## src/rtl/ex_mem_reg_pkg.sv

```systemverilog
// Shared constants, default widths and the one-hot stage action type
// used by ex_mem_reg and the other pipeline stage registers.
package ex_mem_reg_pkg;

   localparam int unsigned DEF_DATA_W  = 32;
   localparam int unsigned DEF_REG_AW  = 5;
   localparam int unsigned DEF_OP_W    = 8;
   localparam int unsigned DEF_STALL_W = 6;
   localparam int unsigned DEF_STAGE   = 2;

   localparam logic STOP          = 1'b1;
   localparam logic NOT_STOP      = 1'b0;
   localparam logic RST_ENABLE    = 1'b1;
   localparam logic WRITE_ENABLE  = 1'b1;
   localparam logic WRITE_DISABLE = 1'b0;

   typedef enum logic [4:0] {
      ACT_RST     = 5'b00001,
      ACT_FLUSH   = 5'b00010,
      ACT_BUBBLE  = 5'b00100,
      ACT_ADVANCE = 5'b01000,
      ACT_HOLD    = 5'b10000
   } stage_act_e;

endpackage

```

## src/rtl/ex_mem_reg_stage_ctl.sv

```systemverilog
// stage_ctl: decodes reset, flush and the two neighbouring stall bits into a
// single one-hot stage action. Stall on the upstream side only wins as a bubble.
module stage_ctl
   import ex_mem_reg_pkg::*;
(
   input  logic       rst,
   input  logic       flush_i,
   input  logic       stall_prev,
   input  logic       stall_this,
   output stage_act_e act_o
);

   always_comb begin
      act_o = ACT_HOLD;
      if (rst == RST_ENABLE) begin
         act_o = ACT_RST;
      end else if (flush_i) begin
         act_o = ACT_FLUSH;
      end else if (stall_prev == NOT_STOP) begin
         // Upstream running with this stage stopped cannot occur; take it as advance.
         act_o = ACT_ADVANCE;
      end else if (stall_prev == STOP && stall_this == NOT_STOP) begin
         act_o = ACT_BUBBLE;
      end else begin
         act_o = ACT_HOLD;
      end
   end

endmodule

```

## src/rtl/ex_mem_reg.sv

```systemverilog
// EX->MEM pipeline register with stall/flush handling and MADD/MSUB feedback.
// HI/LO fields and accumulate feedback are built only when EX_MEM_HILO_EN is defined.
module ex_mem_reg
   import ex_mem_reg_pkg::*;
#(
   parameter int unsigned DATA_W  = DEF_DATA_W,
   parameter int unsigned REG_AW  = DEF_REG_AW,
   parameter int unsigned OP_W    = DEF_OP_W,
   parameter int unsigned STALL_W = DEF_STALL_W,
   parameter int unsigned STAGE   = DEF_STAGE
) (
   input  logic                  clk,
   input  logic                  rst,
   input  logic [STALL_W-1:0]    stall_i,
   input  logic                  flush_i,
   input  logic                  ex_we,
   input  logic [REG_AW-1:0]     ex_waddr,
   input  logic [DATA_W-1:0]     ex_wdata,
   input  logic [OP_W-1:0]       ex_aluop,
   input  logic [DATA_W-1:0]     ex_mem_addr,
   input  logic [DATA_W-1:0]     ex_store_data,
   input  logic                  ex_whilo,
   input  logic [DATA_W-1:0]     ex_hi,
   input  logic [DATA_W-1:0]     ex_lo,
   input  logic [2*DATA_W-1:0]   ex_hilo_tmp,
   input  logic [1:0]            ex_cnt,
   output logic                  mem_valid,
   output logic                  mem_we,
   output logic [REG_AW-1:0]     mem_waddr,
   output logic [DATA_W-1:0]     mem_wdata,
   output logic [OP_W-1:0]       mem_aluop,
   output logic [DATA_W-1:0]     mem_addr,
   output logic [DATA_W-1:0]     mem_store_data,
   output logic                  mem_whilo,
   output logic [DATA_W-1:0]     mem_hi,
   output logic [DATA_W-1:0]     mem_lo,
   output logic [2*DATA_W-1:0]   hilo_tmp_o,
   output logic [1:0]            cnt_o
);

   stage_act_e act;

   logic                valid_q, valid_d;
   logic                we_q, we_d;
   logic [REG_AW-1:0]   waddr_q, waddr_d;
   logic [DATA_W-1:0]   wdata_q, wdata_d;
   logic [OP_W-1:0]     aluop_q, aluop_d;
   logic [DATA_W-1:0]   addr_q, addr_d;
   logic [DATA_W-1:0]   sdata_q, sdata_d;

   logic unused_stall;
   assign unused_stall = ^stall_i;

   stage_ctl u_stage_ctl (
      .rst        (rst),
      .flush_i    (flush_i),
      .stall_prev (stall_i[STAGE-1]),
      .stall_this (stall_i[STAGE]),
      .act_o      (act)
   );

   always_comb begin
      valid_d = valid_q;
      we_d    = we_q;
      waddr_d = waddr_q;
      wdata_d = wdata_q;
      aluop_d = aluop_q;
      addr_d  = addr_q;
      sdata_d = sdata_q;
      unique case (act)
         ACT_RST, ACT_FLUSH, ACT_BUBBLE: begin
            valid_d = WRITE_DISABLE;
            we_d    = WRITE_DISABLE;
            waddr_d = '0;
            wdata_d = '0;
            aluop_d = '0;
            addr_d  = '0;
            sdata_d = '0;
         end
         ACT_ADVANCE: begin
            valid_d = WRITE_ENABLE;
            we_d    = ex_we;
            waddr_d = ex_waddr;
            wdata_d = ex_wdata;
            aluop_d = ex_aluop;
            addr_d  = ex_mem_addr;
            sdata_d = ex_store_data;
         end
         default: ;
      endcase
   end

   always_ff @(posedge clk) begin
      if (rst == RST_ENABLE) begin
         valid_q <= '0;
         we_q    <= '0;
         waddr_q <= '0;
         wdata_q <= '0;
         aluop_q <= '0;
         addr_q  <= '0;
         sdata_q <= '0;
      end else begin
         valid_q <= valid_d;
         we_q    <= we_d;
         waddr_q <= waddr_d;
         wdata_q <= wdata_d;
         aluop_q <= aluop_d;
         addr_q  <= addr_d;
         sdata_q <= sdata_d;
      end
   end

   assign mem_valid      = valid_q;
   assign mem_we         = we_q;
   assign mem_waddr      = waddr_q;
   assign mem_wdata      = wdata_q;
   assign mem_aluop      = aluop_q;
   assign mem_addr       = addr_q;
   assign mem_store_data = sdata_q;

`ifdef EX_MEM_HILO_EN
   logic                whilo_q, whilo_d;
   logic [DATA_W-1:0]   hi_q, hi_d;
   logic [DATA_W-1:0]   lo_q, lo_d;
   logic [2*DATA_W-1:0] hilo_tmp_q, hilo_tmp_d;
   logic [1:0]          cnt_q, cnt_d;

   // A bubble captures the partial accumulate so EX sees it next cycle.
   always_comb begin
      whilo_d    = whilo_q;
      hi_d       = hi_q;
      lo_d       = lo_q;
      hilo_tmp_d = hilo_tmp_q;
      cnt_d      = cnt_q;
      unique case (act)
         ACT_RST, ACT_FLUSH: begin
            whilo_d    = WRITE_DISABLE;
            hi_d       = '0;
            lo_d       = '0;
            hilo_tmp_d = '0;
            cnt_d      = '0;
         end
         ACT_BUBBLE: begin
            whilo_d    = WRITE_DISABLE;
            hi_d       = '0;
            lo_d       = '0;
            hilo_tmp_d = ex_hilo_tmp;
            cnt_d      = ex_cnt;
         end
         ACT_ADVANCE: begin
            whilo_d    = ex_whilo;
            hi_d       = ex_hi;
            lo_d       = ex_lo;
            hilo_tmp_d = '0;
            cnt_d      = '0;
         end
         default: ;
      endcase
   end

   always_ff @(posedge clk) begin
      if (rst == RST_ENABLE) begin
         whilo_q    <= '0;
         hi_q       <= '0;
         lo_q       <= '0;
         hilo_tmp_q <= '0;
         cnt_q      <= '0;
      end else begin
         whilo_q    <= whilo_d;
         hi_q       <= hi_d;
         lo_q       <= lo_d;
         hilo_tmp_q <= hilo_tmp_d;
         cnt_q      <= cnt_d;
      end
   end

   assign mem_whilo  = whilo_q;
   assign mem_hi     = hi_q;
   assign mem_lo     = lo_q;
   assign hilo_tmp_o = hilo_tmp_q;
   assign cnt_o      = cnt_q;
`else
   logic unused_hilo;
   assign unused_hilo = ^{ex_whilo, ex_hi, ex_lo, ex_hilo_tmp, ex_cnt};

   assign mem_whilo  = 1'b0;
   assign mem_hi     = '0;
   assign mem_lo     = '0;
   assign hilo_tmp_o = '0;
   assign cnt_o      = '0;
`endif

endmodule

```

## config.mk

```make
export PLATFORM = sky130hd
export DESIGN_NAME = ex_mem_reg
export DESIGN_NICKNAME = d
export VERILOG_FILES = /design/src/rtl/ex_mem_reg_pkg.sv /design/src/rtl/ex_mem_reg_stage_ctl.sv /design/src/rtl/ex_mem_reg.sv
export SDC_FILE = /design/constraint.sdc
export NUM_CORES = 1
export LEC_CHECK = 0
export BUFFER_PORTS_ARGS = -buffer_cell sky130_fd_sc_hd__buf_2
export CORE_AREA = 2 2 194 196
export CTS_CLUSTER_DIAMETER = 120
export DETAILED_ROUTE_END_ITERATION = 10
export DIE_AREA = 0 0 196 198
export MAX_ROUTING_LAYER = met4
export REMOVE_ABC_BUFFERS = 1
export SLEW_MARGIN = 10
export SYNTH_ARGS = -nofsm -noshare
export SYNTH_HDL_FRONTEND = slang
export SYNTH_SLANG_ARGS = --single-unit
```

## constraint.sdc

```tcl
create_clock -name clk -period 1.61 [get_ports clk]
set_input_delay 0.0805 -clock clk [delete_from_list [all_inputs] [get_ports clk]]
set_output_delay 0.0805 -clock clk [all_outputs]
set_load 0.02 [all_outputs]
```

==> results of run 1 <==
[final cells by class]
class / instances / area [sq um] / area share [%]
flip-flops and latches: 111 / 2220 / 28.6
repair buffers: 342 / 2340 / 30.1
well taps: 474 / 593 / 7.62
clock buffers: 13 / 260 / 3.35
diodes: 1 / 2.50 / 0.0322
multi-input cells: 464 / 2300 / 29.5
clock inverters: 3 / 65.1 / 0.836
[kinds of logic (layout without fill, tap and decap cells)]
kind of cell / after synthesis / count (layout) / share of synthesized area [%]
compound gates: 111 / 111 / 10.5
buf+inv: 179 / 358 / 23.9
flops: 111 / 111 / 41.9
other cells: 1 / 132 / 0.0708
simple gates: 222 / 222 / 23.6
[flip-flops by register name, summed over array words and instances, names as in the netlist]
register,count
mem_wdata,32
mem_waddr,5
mem_we,1
mem_store_data,32
mem_addr,32
mem_aluop,8
mem_valid,1
[layer usage]
layer	GRT usage (%)	vias up
li1	-	2406
met1	8.73	2256
met2	14.1	213
met3	3.39	14
met4	2.58	0
met5	-	-
[power by group]
group | leakage [nW] | total (mW) | internal [mW] | switching, mW
clock | 0.160 | 2.53 | 1.45 | 1.08
sequential | 0.904 | 2.86 | 2.82 | 0.0370
combinational | 2.41 | 1.19 | 0.456 | 0.730
total | 3.47 | 6.57 | 4.73 | 1.84
[per-stage QoR]
step / setup WS [ps] / area [sq um] / TNS [ps] / hold WS [ps]
finish: 609 / 7780 / 0 / 22.4
global route: 537 / 7780 / 0 / 16.6
CTS: 556 / 7770 / 0 / 1.12
detailed placement: 501 / 6400 / 0 / 342
global placement: 529 / 6400 / 0 / 336
floorplan: -508 / 4520 / -56370 / 172
[worst min-delay path by stage]
stage                                 from                 to  cells past startpoint
after CTS                 ex_store_data[2]  mem_store_data[2]                      3
final                          ex_wdata[0]       mem_wdata[0]                      3
after global placement        ex_wdata[18]      mem_wdata[18]                      3
after floorplan                 stall_i[1]          mem_valid                      1
after detailed placement       ex_wdata[3]       mem_wdata[3]                      3
after global routing           ex_wdata[0]       mem_wdata[0]                      3
[timing repair]
item                      in CTS  in global routing
hold buffers                 104                  1
hold endpoints to repair     104                  1
resized for setup              0                  0
[cell usage in the layout (no fill, tap or decap)]
master         instances
a21oi_1              111
buf_12                 5
buf_2                223
buf_4                  8
buf_6                  1
bufinv_16              2
clkbuf_1               2
clkbuf_16              9
clkbuf_8               2
clkinv_2               1
conb_1               131
dfxtp_1              111
diode_2                1
dlygate4sd3_1        105
nand2_1                1
nand2b_1             110
nand3_1              110
or2_4                  1
==> results.yml, run 1 <==
status:
  status: "finished clean"
logic_synthesis:
  synth_area_leaders: "dfxtp_1, buf_4, nand2b_1, a21oi_1, nand3_1"
  syn_inst: 624
  yosys.area.top_type: "dfxtp_1"
  yosysWarnings: 0
  synth_ff_type: "dfxtp_1"
  synth_edf_count: 0
  yosysTopAreaCellShare_pct: 41.9
  ys_ff_latch: 111
  synth_most_common_cell: "buf_4"
  ys_seq_area_share_pct: 41.9
  async_reset_ff_share_pct: 0
  ys_types: 13
  synth_area_sq_um: 5300
  yosys-top-cells-count: "buf_4, a21oi_1, dfxtp_1"
  syn_avg_cell_area_sq_um: 8.49
timing:
  fmax_mhz: 999
  slew_headroom_pct: 63.8
  worstMarginPinSlew_ps: 542
  slew_viol_final: 0
  rsz0062_at_grt: "no"
  hold_viol: 0
  fin_crit_sh_pct: 62.2
  post-route-min-period_ps: 1000
  finalClockSkew_ps: 0
  setup_viol: 0
power_and_ir_drop:
  pwr_density_cell_nw_per_um2: 845
  p_total_mw: 6.57
  peakVddDrop_v: 0.000489
  power_leakage_nw: 3.47
die:
  die_area_sq_um: 38800
  core_area_sq_um: 37000
  die_y_um: 198
  io_pins: 492
  initial_core_util_pct: 14.3
  die_w_um: 196
  rows: 71
worst_setup_path:
  crit_chain: "buf_2"
  r2r_end: "mem_store_data[1]"
  cp.buffers_inverters: 1
  crit_cells: 1
  worstRegToRegCells: 2
  path_delay_family: "flip-flops"
  cp-start-kind: "flop"
  slowest_stage: "dfxtp_1"
  crit_start: "mem_store_data[12]"
  critPathCapture: "mem_store_data[12]"
  r2r_slack_ps: 940
  critical_path_required_ps: 1530
  arrival_ps: 920
  end_kind: "output port"
  path_class: "reg -> out"
  r2r_start: "mem_store_data[1]"
  worst-path-max-fanout: 2
  cp_slowest_stage_delay_ps: 340
detailed_routing:
  route.top_layer_used: "met4"
  wl_per_cell_um: 11.4
  dr.pass1.iters: 5
  ant_nets: 0
  routed_wl_mm: 16.1
  vias: 4889
  vias_per_cell: 3.47
  route.met2.wl_mm: 7.93
  wirelength_met1_mm: 6.63
  met3_length_mm: 1.31
  drc_errors: 0
  drt-initial-drc-count: 107
global_routing:
  overflow: 0
  grt_pass1_wl_mm: 23.8
  grt_use_total_pct: 8.27
  grt_pass1_vias: 4538
  antenna_found_initial: 1
  grt_max_degree: 112
min_path:
  hp-class: "in -> reg"
clock_network:
  numCtsBuffers: 9
  clockRootBuffer: "clkbuf_16"
  cts-htree-levels: 3
  clk_latency_ps: 360
  tritoncts: "yes"
  postCtsSetupBuffers: 0
  cts_sinks: 111
  cts_max_path_buffers: 2
  clkTransAtPathRegs_ps: 70
layout:
  layout.cells.non_filler: 1408
  fin_util_pct: 21.1
  fill_cells: 4047
  syn_to_final_growth_pct: 46.9
  fin_nets: 1178
  layout-drive-gt1-share_pct: 27.0
placement:
  dp_cells: 1286
  numPortBuffers: 225
  hpwl_mm: 10.7
  routabilityCongestion: 0.694
job:
  maxCapViolations: 0
Note: power is estimated with default switching activity, not from simulation.
==> inputs of run 2 (changes only) <==
--- a/config.mk
+++ b/config.mk
@@ -5,11 +5,12 @@
 export SDC_FILE = /design/constraint.sdc
 export NUM_CORES = 1
 export LEC_CHECK = 0
+export ABC_AREA = 1
 export BUFFER_PORTS_ARGS = -buffer_cell sky130_fd_sc_hd__buf_2
-export CORE_AREA = 2 2 194 196
+export CORE_AREA = 2 2 191 193
 export CTS_CLUSTER_DIAMETER = 120
 export DETAILED_ROUTE_END_ITERATION = 10
-export DIE_AREA = 0 0 196 198
+export DIE_AREA = 0 0 193 195
 export MAX_ROUTING_LAYER = met4
 export REMOVE_ABC_BUFFERS = 1
 export SLEW_MARGIN = 10
==> constraint.sdc (replaced) <==
create_clock -name clk -period 1 [get_ports clk]
set_input_delay 0.05 -clock clk [delete_from_list [all_inputs] [get_ports clk]]
set_output_delay 0.05 -clock clk [all_outputs]
set_load 0.02 [all_outputs]
==> results.yml, run 2 <==
status:
  status: "finished clean"
min_path:
  holdPathStages: 5
  hp-class: "in -> reg"
clock_network:
  tritoncts: "yes"
  clkTransAtPathRegs_ps: 70
  numCtsBuffers: 9
  clockRootBuffer: "clkbuf_16"
  cts_max_path_buffers: 2
  postCtsSetupBuffers: 0
  cts_sinks: 111
  cts-htree-levels: 3
  clk_latency_ps: 360
logic_synthesis:
  synth_ff_type: "dfxtp_1"
  ys_seq_area_share_pct: 44.1
  yosysTopAreaCellShare_pct: 44.1
  synth-simple-area-share_pct: 30.6
  yosys-top-cells-count: "nand3_1, buf_4, nand2_1"
  synth_area_sq_um: 5040
  yosysWarnings: 0
  async_reset_ff_share_pct: 0
  yosys.area.top_type: "dfxtp_1"
  ys_types: 11
  syn_avg_cell_area_sq_um: 8.03
  ys_ff_latch: 111
  synthAdderAreaFrac_pct: 0
  syn_inst: 628
  synth_area_leaders: "dfxtp_1, buf_4, nand3_1, nand2_1, buf_2"
  synth_compound_area_share_pct: 0
  synth_top_family_by_area: "simple AND/OR/NAND/NOR gates"
  synth_edf_count: 0
  synth-xor-area-share_pct: 0
  synth_most_common_cell: "nand3_1"
  muxShareOfSynthArea_pct: 0
detailed_routing:
  ant_nets: 0
  routed_wl_mm: 16.7
  dr.pass1.iters: 5
  wl_per_cell_um: 11.8
  drt-initial-drc-count: 172
  vias_per_cell: 3.49
  drc_errors: 0
  vias: 4948
worst_setup_path:
  cp_slowest_stage_delay_ps: 360
  critical_path_required_ps: 950
  path_class: "reg -> out"
  slowest_stage: "dfxtp_1"
  worst-path-max-fanout: 2
  crit_cells: 1
  crit_chain: "buf_2"
  arrival_ps: 900
  path_delay_family: "flip-flops"
  worstRegToRegCells: 2
  end_kind: "output port"
  cp.buffers_inverters: 1
  cp-start-kind: "flop"
power_and_ir_drop:
  p_total_mw: 10.6
  power_leakage_nw: 4.08
  peakVddDrop_v: 0.000797
  pwr_density_cell_nw_per_um2: 1360
layout:
  n_antenna_cell: 0
  stdcell_area_sq_um: 7810
  multi_input_area_sq_um: 2030
  fill_cells: 3855
  fin_util_pct: 22.1
  final_cell_mix: "nand3_1, buf_2, conb_1"
  syn_to_final_growth_pct: 54.9
  layout.cells.non_filler: 1418
  fin_nets: 1202
  layout-drive-gt1-share_pct: 28.3
  layout_commonest_cell: "nand3_1"
  regArea_sq_um: 2220
die:
  die_y_um: 195
  die_area_sq_um: 37600
  initial_core_util_pct: 14.2
  rows: 69
  core_area_sq_um: 35400
  die_w_um: 193
  io_pins: 492
timing:
  setup_viol: 0
  slew_viol_final: 0
  hold_slack_ps: 137
  post-route-min-period_ps: 951
  hold_viol: 0
  fin_crit_sh_pct: 95.1
  fmax_mhz: 1050
  finalClockSkew_ps: 0
global_routing:
  grt_pass1_wl_mm: 24.5
  grt_use_total_pct: 8.88
  grt_pass1_vias: 4525
  grt_max_degree: 42
  antenna_found_initial: 1
  overflow: 0
placement:
  place_area_sq_um: 6310
  hpwl_mm: 11.8
  numPortBuffers: 225
  routabilityCongestion: 0.710
  dp_cells: 1292
job:
  maxCapViolations: 0
## run 2: cell count changes after synthesis, sizes merged, moves of 2 or more
cell and change:
nand2b -110, nand2 +112, buf +14, clkbuf -14, inv +2, nand3 +111, a21oi -111
## run 2: power by group
group | switching (mW) | total [mW] | internal [mW]
Combinational | 1.19 | 1.93 | 0.744
Sequential | 0.0686 | 4.62 | 4.55
Clock | 1.69 | 4.03 | 2.34
## run 2: per-stage QoR
| stage | setup TNS (ps) | setup slack, ps |
|---|---|---|
| finish | 0 | 49.1 |
| global route | -6.94 | -6.94 |
| CTS | 0 | 0.939 |
| detailed placement | -641 | -67.3 |
| global placement | -594 | -58.3 |
| floorplan | -188880 | -1700 |
## run 2: routing by layer
metal	GRT usage, %	part of all wire [%]	up-vias
met1	9.30	40	2242
met2	14.6	48	233
li1	-	-	2456
met4	2.75	1.5	0
met3	4.39	11	17
met5	-	0	-
## run 2: what timing repair did
item	4_1_cts	5_1_grt
hold buffers	110	0
hold endpoints to repair	110	0
pin swaps	0	0
resized for setup	4	33
endpoints found under the setup margin	4	21
cloned	0	0
## run 2: layout make-up
class                      instances  share of cell area, %
sequential                       111                   28.5
inverter                           2                  0.160
clock inverter                     4                  0.977
multi-input combinational        466                   26.0
tap                              461                   7.39
clock buffer                      12                   3.28
timing repair buffer             362                   33.7
## run 2: logic make-up (layout without fill, tap and decap cells)
family                 Yosys count  after routing
buffers and inverters          181            380
AND/OR/NAND/NOR                335            335
flip-flops                     111            111
other                            1            131
## run 2: worst paths after layout
| path | to | slack, ps | start |
|---|---|---|---|
| worst min-delay path | mem_addr[21] | 140 | stall_i[2] |
| worst min register to register | mem_store_data[21] | 460 | mem_store_data[21] |
| worst max register to register | mem_wdata[18] | 410 | mem_wdata[18] |
| worst max-delay path | mem_addr[11] | 50 | mem_addr[11] |
==> inputs of run 3 (changes only) <==
--- a/config.mk
+++ b/config.mk
@@ -11,7 +11,9 @@
 export CTS_CLUSTER_DIAMETER = 120
 export DETAILED_ROUTE_END_ITERATION = 10
 export DIE_AREA = 0 0 193 195
+export HOLD_SLACK_MARGIN = 0.1
 export MAX_ROUTING_LAYER = met4
+export RECOVER_POWER = 100
 export REMOVE_ABC_BUFFERS = 1
 export SLEW_MARGIN = 10
 export SYNTH_ARGS = -nofsm -noshare
==> results.yml, run 3 (same netlist as run 2, synthesis figures left out) <==
status:
  status: "finished clean"
global_routing:
  grt_pass1_vias: 4525
  gr-usage-met3_pct: 4.39
  met1_usage_pct: 9.30
  antenna_found_initial: 1
  grt_use_total_pct: 8.88
  grt_pass1_wl_mm: 24.5
  grtUsageMet2_pct: 14.6
  overflow: 0
  grt_max_degree: 42
  busiest_layer: "met2"
power_and_ir_drop:
  pwr_density_cell_nw_per_um2: 1360
  combPwrFrac_pct: 17.9
  pwr-share-seq_pct: 43.8
  p_clk_share_pct: 38.3
  switchingPower_mw: 2.94
  p_total_mw: 10.5
  netSwitchingFraction_pct: 27.9
  peakVddDrop_v: 0.000797
  internal_power_mw: 7.60
  power_leakage_nw: 4.00
timing:
  hold_viol: 0
  setup_viol: 0
  post-route-min-period_ps: 951
  worstMarginPinSlew_ps: 518
  slew_headroom_pct: 65.5
  fmax_mhz: 1050
  slew_viol_final: 0
  finalClockSkew_ps: 0
  fin_crit_sh_pct: 95.1
  fin_setup_tns_ps: 0
die:
  die_w_um: 193
  rows: 69
  die_area_sq_um: 37600
  die_y_um: 195
  initial_core_util_pct: 14.2
  io_pins: 492
  core_area_sq_um: 35400
layout:
  final_cell_mix: "nand3_1, buf_2, conb_1"
  fill_cells: 3868
  syn_to_final_growth_pct: 53.3
  layout-drive-gt1-share_pct: 27.9
  stdcell_area_sq_um: 7730
  fin_nets: 1202
  fin_util_pct: 21.8
  layout_commonest_cell: "nand3_1"
  layout.cells.non_filler: 1419
detailed_routing:
  drc_errors: 0
  routed_wl_mm: 16.7
  drt-initial-drc-count: 182
  vias: 4960
  ant_nets: 0
  wl_per_cell_um: 11.8
  dr.pass1.iters: 4
  vias_per_cell: 3.50
min_path:
  hp-class: "in -> reg"
  hold_start: "stall_i[2]"
placement:
  hpwl_mm: 11.8
  routabilityCongestion: 0.710
  place_area_sq_um: 6310
  numPortBuffers: 225
  dp_cells: 1292
worst_setup_path:
  crit_start: "mem_addr[11]"
  r2r_start: "mem_wdata[18]"
  cp-start-kind: "flop"
  path_class: "reg -> out"
  arrival_ps: 900
  crit_cells: 1
  cp_slowest_stage_delay_ps: 350
  cp.buffers_inverters: 1
  critical_path_required_ps: 950
  crit_chain: "clkbuf_2"
  path_delay_family: "flip-flops"
  critPathCapture: "mem_addr[11]"
  worst-path-max-fanout: 2
  slowest_stage: "dfxtp_1"
  end_kind: "output port"
  r2r_slack_ps: 390
  worstRegToRegCells: 2
  r2r_end: "mem_wdata[18]"
clock_network:
  cts-htree-levels: 3
  clk_latency_ps: 360
  cts_max_path_buffers: 2
  tritoncts: "yes"
  cts_sinks: 111
  clockRootBuffer: "clkbuf_16"
  postCtsSetupBuffers: 0
  clkTransAtPathRegs_ps: 70
  numCtsBuffers: 9
job:
  maxCapViolations: 0
==> run 3: how the worst min path moves through the flow <==
stage / endpoint / slack (ps) / depth (start not counted)
after floorplan: mem_addr[0] / 190 / 2
after global placement: mem_store_data[31] / 280 / 3
after detailed placement: mem_addr[0] / 280 / 3
after CTS: mem_addr[21] / 110 / 5
after global routing: mem_waddr[0] / 120 / 5
final: mem_addr[21] / 130 / 5
==> run 3: what timing repair did <==
action / 4_1_cts / 5_1_grt
endpoints found under the setup margin: 4 / 21
pin swaps: 0 / 0
endpoints found under the hold margin: 110 / 0
gates resized for setup: 4 / 33
hold buffers: 110 / 0
==> run 3: routing by layer <==
| metal | wire, um | share of wire [%] |
|---|---|---|
| met1 | 6680 | 40 |
| met2 | 7930 | 47 |
| met3 | 1850 | 11 |
| met4 | 246 | 1.5 |
| met5 | 0 | 0 |
==> run 3: cell type report <==
| class | instances | area, sq um | area share (%) |
|---|---|---|---|
| inverters | 2 | 12.5 | 0.162 |
| multi-input cells | 466 | 2030 | 26.3 |
| flip-flops and latches | 111 | 2220 | 28.8 |
| clock inverters | 4 | 76.3 | 0.988 |
| well taps | 461 | 577 | 7.46 |
| repair buffers | 362 | 2550 | 33.0 |
| clock buffers | 12 | 256 | 3.32 |
| diodes | 1 | 2.50 | 0.0324 |
==> run 3: power groups by stage <==
stage	clock network, mW	registers (mW)	logic (mW)
2_1_floorplan	0	4.88	0.732
3_3_place_gp	0	4.71	1.57
3_5_place_dp	0	4.72	1.57
4_1_cts	4.29	4.62	1.92
5_1_grt	4.43	4.64	2.06
6_report	4.03	4.62	1.89
==> run 3: worst reg2reg max path, stage by stage, from the launching register on <==
cell     delay (ps)
dfxtp_1         380
nand3_1          90
nand2_1          90
==> run 3: metrics by stage <==
stage               hold slack (ps)  setup slack, ps
floorplan                       192            -1700
global placement                276            -58.3
detailed placement              281            -67.3
CTS                             114            0.939
global route                    121            -6.94
finish                          129             49.2
